### config.mk
export PLATFORM = sky130hd
export DESIGN_NAME = mc_control_fsm_v2
export DESIGN_NICKNAME = d
export VERILOG_FILES = /design/src/rtl/mc_control_fsm_v2.sv
export SDC_FILE = /design/constraint.sdc
export NUM_CORES = 1
export LEC_CHECK = 0
export ABC_AREA = 1
export CELL_PAD_IN_SITES_DETAIL_PLACEMENT = 1
export CELL_PAD_IN_SITES_GLOBAL_PLACEMENT = 2
export CORE_MARGIN = 4
export CORE_UTILIZATION = 28
export DETAILED_ROUTE_END_ITERATION = 8
export GPL_TIMING_DRIVEN = 0
export HOLD_SLACK_MARGIN = 0.05
export PLACE_DENSITY_LB_ADDON = 0.15
export SLEW_MARGIN = 15
export SYNTH_ARGS = -nofsm -noshare
export SYNTH_HDL_FRONTEND = slang
export SYNTH_SLANG_ARGS = --single-unit
### constraint.sdc
create_clock -name clk -period 2.8 [get_ports clk]
set_input_delay 0.84 -clock clk [delete_from_list [all_inputs] [get_ports clk]]
set_output_delay 0.84 -clock clk [all_outputs]
set_load 0.01 [all_outputs]
### src/rtl/mc_control_fsm_v2.sv
// mc_control_fsm_v2: multi-cycle RV32I control FSM with memory handshake, illegal-op halt and retire counter
//  clk, reset_n (async, active-low)        clock / reset
//  op[6:0], funct3[2:0]                     instruction fields from IR
//  mem_ready                                memory access completes this cycle
//  mem_req                                  memory request (FETCH, MEMREAD, MEMWRITE)
//  PCUpdate Branch AddrSrc MemWrite IRWrite RegWrite   datapath strobes/selects
//  ResultSrc ALUOp ALUSrcA ALUSrcB [1:0]    datapath mux selects (ALUSrcA 11 = zero)
//  ImmSrc[2:0]                              immediate format from op
//  illegal                                  pulse on illegal instruction in DECODE
//  halted                                   high in HALT
//  retired_cnt[CNT_W-1:0]                   retired instruction count
//  state_o[3:0]                             current state
module mc_control_fsm_v2 #(
  parameter int CNT_W = 32,
  parameter bit MEM_HANDSHAKE = 1'b1,
  parameter bit HALT_ON_ILLEGAL = 1'b1
) (
  input  logic             clk,
  input  logic             reset_n,
  input  logic [6:0]       op,
  input  logic [2:0]       funct3,
  input  logic             mem_ready,
  output logic             mem_req,
  output logic             PCUpdate,
  output logic             Branch,
  output logic             AddrSrc,
  output logic             MemWrite,
  output logic             IRWrite,
  output logic             RegWrite,
  output logic [1:0]       ResultSrc,
  output logic [1:0]       ALUOp,
  output logic [1:0]       ALUSrcA,
  output logic [1:0]       ALUSrcB,
  output logic [2:0]       ImmSrc,
  output logic             illegal,
  output logic             halted,
  output logic [CNT_W-1:0] retired_cnt,
  output logic [3:0]       state_o
);
  localparam logic [6:0] OP_LW = 7'b0000011, OP_SW = 7'b0100011, OP_R = 7'b0110011,
                         OP_I = 7'b0010011, OP_JAL = 7'b1101111, OP_JALR = 7'b1100111,
                         OP_B = 7'b1100011, OP_LUI = 7'b0110111, OP_AUIPC = 7'b0010111;
  typedef enum logic [3:0] {
    FETCH = 4'd0, DECODE = 4'd1, MEMADR = 4'd2, MEMREAD = 4'd3, MEMWB = 4'd4, MEMWRITE = 4'd5,
    EXECR = 4'd6, ALUWB = 4'd7, EXECI = 4'd8, JAL = 4'd9, BRANCH = 4'd10, LUI = 4'd11,
    AUIPC = 4'd12, JALR = 4'd13, HALT = 4'd15
  } state_t;
  state_t state, nxt, dec;
  logic mr, bad, retire;
  assign mr = MEM_HANDSHAKE ? mem_ready : 1'b1;
  always_comb begin
    bad = (op == OP_LW || op == OP_SW) ? funct3 != 3'b010 :
          (op == OP_B) ? (funct3 == 3'b010 || funct3 == 3'b011) :
          (op == OP_JALR) ? funct3 != 3'b000 :
          !(op == OP_R || op == OP_I || op == OP_JAL || op == OP_LUI || op == OP_AUIPC);
    dec = (op == OP_LW || op == OP_SW || op == OP_JALR) ? MEMADR :
          (op == OP_R) ? EXECR : (op == OP_I) ? EXECI : (op == OP_JAL) ? JAL :
          (op == OP_B) ? BRANCH : (op == OP_LUI) ? LUI : (op == OP_AUIPC) ? AUIPC : HALT;
    ImmSrc = (op == OP_SW) ? 3'b001 : (op == OP_B) ? 3'b010 : (op == OP_JAL) ? 3'b011 :
             (op == OP_LUI || op == OP_AUIPC) ? 3'b100 : 3'b000;
  end
  always_ff @(posedge clk or negedge reset_n)
    if (!reset_n) state <= FETCH;
    else state <= nxt;
  always_comb begin
    nxt = HALT;
    case (state)
      FETCH:    nxt = mr ? DECODE : FETCH;
      DECODE:   nxt = bad ? (HALT_ON_ILLEGAL ? HALT : FETCH) : dec;
      MEMADR:   nxt = (op == OP_LW) ? MEMREAD : (op == OP_SW) ? MEMWRITE : (op == OP_JALR) ? JALR : HALT;
      MEMREAD:  nxt = mr ? MEMWB : MEMREAD;
      MEMWRITE: nxt = mr ? FETCH : MEMWRITE;
      EXECR, EXECI, JAL, JALR, LUI, AUIPC: nxt = ALUWB;
      MEMWB, ALUWB, BRANCH: nxt = FETCH;
      default:  nxt = HALT;
    endcase
  end
  assign retire = state == MEMWB || state == ALUWB || state == BRANCH || (state == MEMWRITE && mr);
  always_ff @(posedge clk or negedge reset_n)
    if (!reset_n) retired_cnt <= '0;
    else if (retire) retired_cnt <= retired_cnt + CNT_W'(1);
  always_comb begin
    {mem_req, PCUpdate, Branch, AddrSrc, MemWrite, IRWrite, RegWrite} = '0;
    ResultSrc = '0;
    ALUOp = '0;
    ALUSrcA = '0;
    ALUSrcB = '0;
    case (state)
      FETCH:    begin mem_req = 1'b1; IRWrite = mr; PCUpdate = mr; ALUSrcB = 2'b10; ResultSrc = 2'b10; end
      DECODE:   begin ALUSrcA = 2'b01; ALUSrcB = 2'b01; end
      MEMADR:   begin ALUSrcA = 2'b10; ALUSrcB = 2'b01; end
      MEMREAD:  begin mem_req = 1'b1; AddrSrc = 1'b1; end
      MEMWB:    begin ResultSrc = 2'b01; RegWrite = 1'b1; end
      MEMWRITE: begin mem_req = 1'b1; AddrSrc = 1'b1; MemWrite = mr; end
      EXECR:    begin ALUSrcA = 2'b10; ALUOp = 2'b10; end
      EXECI:    begin ALUSrcA = 2'b10; ALUSrcB = 2'b01; ALUOp = 2'b10; end
      ALUWB:    RegWrite = 1'b1;
      JAL, JALR: begin PCUpdate = 1'b1; ALUSrcA = 2'b01; ALUSrcB = 2'b10; end
      BRANCH:   begin ALUSrcA = 2'b10; ALUOp = 2'b01; Branch = 1'b1; end
      LUI:      begin ALUSrcA = 2'b11; ALUSrcB = 2'b01; end
      AUIPC:    begin ALUSrcA = 2'b01; ALUSrcB = 2'b01; end
      default:  ;
    endcase
    if (!reset_n) {mem_req, PCUpdate, IRWrite, MemWrite, RegWrite} = '0;
  end
  assign illegal = reset_n && state == DECODE && bad;
  assign halted = state == HALT;
  assign state_o = state;
endmodule

==> impl_metrics.py, run 1 <==
metrics = {
    "sta": {
        "setup_viol": 0,
        "worst_pin_slew_ns": 0.334,
        "max_freq_ghz": 0.372,
        "drv_slew": 0,
        "final_hold_viol_count": 0,
        "rsz0062_at_grt": "no",
        "finalCritPeriodShare": 0.960,
        "fin_skew_ns": 0.0115,
        "whs_ns": 0.340,
        "fin_crit_ns": 2.69,
        "tns_ns": 0,
        "maxSlewHeadroom": 0.776,
    },
    "critical_path": {
        "critPathLaunchType": "flop",
        "ff2ff_path_depth": 10,
        "rrSetupSlack_ns": 0.93,
        "cp_cell_sequence": "inv_2, nor2_2, inv_1, o21ai_0, clkdlybuf4s50_1",
        "cpPeakStageDelay_ns": 0.58,
        "crit_arrival_ns": 1.85,
        "critPathSlowestCell": "clkdlybuf4s50_1",
        "r2r-end": "retired_cnt[30]$_DFFE_PN0P_",
        "critical_path_class": "reg -> out",
        "reg2reg_from": "retired_cnt[0]$_DFFE_PN0P_",
        "cp.required_ns": 1.96,
        "end_kind": "output port",
        "crit_fanout": 5,
    },
    "floorplan": {
        "num_rows": 36,
        "core_um2": 9730,
        "start_util": 0.287,
        "pin_count": 69,
        "die-width_um": 108,
        "dieArea_um2": 11600,
        "die_h_um": 108,
    },
    "placed_design": {
        "place_area_um2": 3660,
        "gp_congestion": 0.842,
        "detailed_place_hpwl_um": 7730,
        "port_buffers": 68,
    },
    "logic_synthesis": {
        "synthCells": 456,
        "ys_seq_area_frac": 0.323,
        "synthArstFlopShare": 1.00,
        "yosys.area.top_type": "dfrtp_1",
        "synth_area_per_cell_um2": 6.12,
        "syn_nets": 470,
        "synth_area_um2": 2790,
        "ys_types": 29,
        "ys_ff_latch": 36,
        "yosysWarnings": 0,
        "ys.flop_type": "dfrtp_1",
        "synth.area.top_cells": "dfrtp_1 32%, nand2_1 26%, nor2_1 11%",
        "synth-edff-count": 0,
        "synth_top_area_frac": 0.323,
    },
    "cts": {
        "cts_tree": "done",
        "numCtsBuffers": 5,
        "cts.sink_count": 36,
        "holdBufCountCts": 0,
        "root_buffer": "clkbuf_8",
        "htreeDepth": 2,
        "clock_latency_ns": 0.30,
        "path_clk_slew_ns": 0.08,
        "clk_path_buf_depth": 2,
    },
    "power_and_ir_drop": {
        "leakagePower_nw": 1.78,
        "cellPowerDensity_nw_per_um2": 281,
        "vdd_drop_max_uv": 159,
    },
    "detailed_routing": {
        "avgViaCountPerCell": 4.60,
        "drtIter0Drc": 74,
        "first_pass_iters": 4,
        "post_drt_wl_per_cell_um": 14.5,
        "dr_total_vias": 3105,
        "ant_nets": 0,
        "route.detailed.drc": 0,
        "drt_wl_total_um": 9820,
    },
    "cells_and_area": {
        "stdcell_area_um2": 3950,
        "syn_to_final_growth_pct": 41.6,
        "layout_common_cells": "187 x nand2_1, 75 x nor2_1, 46 x clkdlybuf4s50_1, 34 x inv_1, 32 x dfrtp_1",
        "seq_area_um2": 906,
        "multi_input_area_um2": 1780,
        "nets": 555,
        "antenna_cells": 0,
        "fillers": 1304,
        "final_common_cell": "nand2_1",
        "drive_above_1_share": 0.166,
    },
    "job": {
        "drv_cap": 0,
    },
    "grt": {
        "overflow": 0,
        "grt_max_degree": 20,
        "grt_use_total": 0.181,
        "grt_pass1_vias": 3262,
        "grt_pass1_wl_um": 16400,
        "antenna_found_initial": 0,
    },
    "outcome": {
        "status": "finished, final reports clean",
    },
    "min_path": {
        "hp-class": "in -> async",
    },
}
[per-stage QoR]
step                power, W  setup slack, ns   util  instances
floorplan           0.000545            0.383      -        456
global placement    0.000582            -1.94  0.374        657
detailed placement  0.000587           -0.762  0.376        658
CTS                  0.00112          -0.0876  0.400        671
global route         0.00115         0.000633  0.406        675
finish               0.00111            0.112  0.406        675
[power breakdown]
group	switching [W]	internal (W)
sequential	0	0.000519
clock	0.000207	0.000315
combinational	0.0000390	0.0000299
total	0.000246	0.000864
[critical path, delay by kind of cell, from the launching register on]
kind,cells,cell delay [ns]
simple gates,1,0.15
flops,1,0.44
compound gates,1,0.19
buf+inv,3,0.76
[cell type report]
cell class	count	share of cell area
Timing Repair Buffer	78	0.192
Inverter	45	0.0428
Clock buffer	7	0.0244
Sequential cell	36	0.229
Tap cell	133	0.0421
Multi-Input combinational cell	369	0.450
Clock inverter	1	0.00760
Buffer	6	0.0120
[synthesized netlist by cell type, drive strengths merged, types with 4 or more instances]
library cell / count
nand4: 4
nor2: 92
dfrtp: 36
inv: 45
nand3b: 11
nor3: 4
nand2: 200
xnor2: 9
o21ai: 21
nand3: 19
xor2: 4
buf: 6
[worst max-delay path by stage]
| stage | from | to | slack (ns) | cells after the start |
|---|---|---|---|---|
| 2_1_floorplan | op[1] | illegal | 0.38 | 7 |
| 3_3_place_gp | reset_n | illegal | -1.94 | 4 |
| 3_5_place_dp | op[4] | illegal | -0.76 | 8 |
| 4_1_cts | op[0] | illegal | -0.09 | 9 |
| 5_1_grt | state_o[2]$_DFF_PN0_ | mem_req | 0.0006 | 6 |
| 6_report | state_o[1]$_DFF_PN0_ | ALUSrcA[1] | 0.11 | 5 |
[repair_timing]
| item | in CTS | in global routing |
|---|---|---|
| buffers inserted | 4 | 4 |
| endpoints found under the setup margin | 12 | 9 |
| pin swaps | 6 | 11 |
| cloned | 1 | 0 |
| gates resized for setup | 48 | 39 |
[per-layer routing]
metal  vias up  wire length [um]  share of wire  global-route usage
met5         -                 0              0                   0
met4         0               122          0.012              0.0460
met3         7               314          0.032              0.0276
met2        50              5250           0.53               0.348
met1      1480              4130           0.42               0.205
li1       1568                 -              -                   -
[cells by family after synthesis]
| logic type | share of synthesized area |
|---|---|
| xor+xnor | 0.0435 |
| flops | 0.323 |
| compound gates | 0.0489 |
| simple gates | 0.503 |
| buf+inv | 0.0776 |
| fa+ha+maj | 0.00448 |
[registers in the layout, indices dropped and copies added, names as in the netlist]
| signal | flops |
|---|---|
| retired_cnt | 32 |
| state_o | 4 |
(Power assumes the default switching activity.)
==> run 2, diff against run 1 <==
CORE_ASPECT_RATIO = 0.9   (was unset)
CORE_UTILIZATION = 26   (was 28)
clock period = 3 ns   (was 2.8 ns; I/O delays follow)
==> run 2 against run 1 <==
  * Critical path depth grew 1
  * Clock skew is 0.0085 ns lower
  * Cell count shrank 1.2%
  * Global-route usage fell by 1.1 points
  * Combinational power is 13% lower
  * Design area down 1.2%
  * Worst hold slack gained 0.11 ns
  * First-iteration DRC count increased by 42%
  * Register-to-register slack better by 0.20 ns
  * Worst setup slack lost 0.041 ns
  * Critical path type is now in -> out
  * Critical endpoint is now illegal
==> impl_metrics.py, run 2 (synthesis gave the netlist of run 1 again) <==
metrics = {
    "floorplan": {
        "dieArea_um2": 12500,
        "die_h_um": 106,
        "num_rows": 35,
        "start_util": 0.269,
        "die-width_um": 117,
        "pin_count": 69,
        "core_um2": 10400,
    },
    "cells_and_area": {
        "final_common_cell": "nand2_1",
        "antenna_cells": 0,
        "largest_register_ffs": 32,
        "nets": 551,
        "drive_above_1_share": 0.126,
        "regMostFlops": "retired_cnt",
        "syn_to_final_growth_pct": 39.9,
        "layout_common_cells": "190 x nand2_1, 76 x nor2_1, 52 x clkdlybuf4s50_1, 38 x inv_1, 34 x dfrtp_1",
        "utilization": 0.376,
    },
    "outcome": {
        "status": "finished, final reports clean",
    },
    "power_and_ir_drop": {
        "clkPwrFrac": 0.497,
        "comb_power_share": 0.055,
        "p_int_w": 0.000841,
        "power_w": 0.00108,
        "cellPowerDensity_nw_per_um2": 278,
        "swShare": 0.224,
        "vdd_drop_max_uv": 201,
        "p_sw_w": 0.000243,
        "leakagePower_nw": 1.72,
        "seqPwrFrac": 0.448,
    },
    "placed_design": {
        "pre_cts_slack_ns": -0.718,
        "detailed_place_hpwl_um": 8190,
        "port_buffers": 68,
        "gp_congestion": 0.816,
    },
    "cts": {
        "root_buffer": "clkbuf_16",
        "clock_latency_ns": 0.28,
        "path_clk_slew_ns": 0.06,
        "holdBufCountCts": 0,
        "cts.sink_count": 36,
        "htreeDepth": 2,
        "clk_path_buf_depth": 2,
        "cts_tree": "done",
        "numCtsBuffers": 5,
    },
    "critical_path": {
        "critPathSlowestCell": "clkdlybuf4s50_1",
        "end_kind": "output port",
        "crit_arrival_ns": 2.03,
        "cpPeakStageDelay_ns": 0.48,
        "critPathLaunchType": "input pin",
        "cp_cell_sequence": "clkdlybuf4s50_1, nor2_1, nand3_2, nand4_1, nor3_2, buf_2",
        "crit_fanout": 2,
        "critical_path_class": "in -> out",
        "cp.required_ns": 2.10,
        "ff2ff_path_depth": 10,
    },
    "sta": {
        "rsz0062_at_grt": "yes",
        "fin_crit_ns": 2.93,
        "setup_ws_ns": 0.0710,
        "setup_viol": 0,
        "whs_ns": 0.450,
        "maxSlewHeadroom": 0.810,
        "worst_pin_slew_ns": 0.284,
        "finalCritPeriodShare": 0.976,
        "drv_slew": 0,
        "max_freq_ghz": 0.341,
        "final_hold_viol_count": 0,
        "fin_skew_ns": 0.00302,
    },
    "detailed_routing": {
        "post_drt_wl_per_cell_um": 15.1,
        "drt_wl_total_um": 10100,
        "drtIter0Drc": 105,
        "ant_nets": 0,
        "avgViaCountPerCell": 4.67,
        "first_pass_iters": 4,
        "dr_total_vias": 3117,
        "route.detailed.drc": 0,
    },
    "grt": {
        "overflow": 0,
        "antenna_found_initial": 0,
        "grt_max_degree": 22,
        "grt_pass1_vias": 3211,
        "grt_pass1_wl_um": 16600,
        "grt_use_total": 0.169,
    },
    "job": {
        "drv_cap": 0,
    },
    "min_path": {
        "hp-class": "in -> async",
    },
}
run 2: cell types whose count changed in the layout (fill, tap and decap cells not counted), sizes merged, moves of 2 or more:
cell,before,now
dlygate4sd2,8,6
clkdlybuf4s15,0,4
clkbuf,16,10
buf,17,14
clkdlybuf4s50,46,52
run 2: layer usage:
layer	global-route usage	routed length, um
met3	0.0222	309
met5	0	0
met1	0.255	5310
met4	0.0295	78
met2	0.258	4380
run 2: worst max-delay path: cells and delay by family:
family,cells,cell delay (ns)
simple gates,4,0.49
buf+inv,2,0.63
run 2: through the flow:
| stage | std cells | setup TNS, ns | area [um^2] |
|---|---|---|---|
| floorplan | 456 | 0 | 2790 |
| global placement | 653 | -13.28 | 3630 |
| detailed placement | 654 | -2.99 | 3650 |
| CTS | 666 | -0.0102 | 3860 |
| global route | 667 | -0.156 | 3900 |
| finish | 667 | 0 | 3900 |
run 2: area by class of cell:
cell class	count	area [um^2]
buffer	6	47.5
clock buffer	8	146
fill	1358	6470
inverter	45	169
multi-input combinational	369	1740
sequential	36	903
tap	129	161
timing repair buffer	74	733
run 2: power groups by stage:
stage / Sequential (W) / Clock [W] / Combinational [W]
5_1_grt: 0.000485 / 0.000581 / 0.0000670
4_1_cts: 0.000485 / 0.000553 / 0.0000571
3_3_place_gp: 0.000495 / 0 / 0.0000490
6_report: 0.000486 / 0.000539 / 0.0000596
2_1_floorplan: 0.000495 / 0 / 0.0000139
3_5_place_dp: 0.000494 / 0 / 0.0000543
run 2: worst paths after layout:
check | start | to | slack (ns)
setup reg to reg | retired_cnt[0]$_DFFE_PN0P_ | retired_cnt[30]$_DFFE_PN0P_ | 1.13
setup / recovery | funct3[0] | illegal | 0.07
hold / removal | reset_n | retired_cnt[20]$_DFFE_PN0P_ | 0.45
max in group asynchronous | reset_n | state_o[0]$_DFF_PN0_ | 2.18
hold reg to reg | retired_cnt[10]$_DFFE_PN0P_ | retired_cnt[10]$_DFFE_PN0P_ | 0.53
min in group clk | retired_cnt[10]$_DFFE_PN0P_ | retired_cnt[10]$_DFFE_PN0P_ | 0.53
run 2: timing repair:
item,4_1_cts,5_1_grt
resized for setup,34,20
pin swaps,5,6
endpoints found under the setup margin,10,7
setup buffers,4,1
hold endpoints to repair,0,0
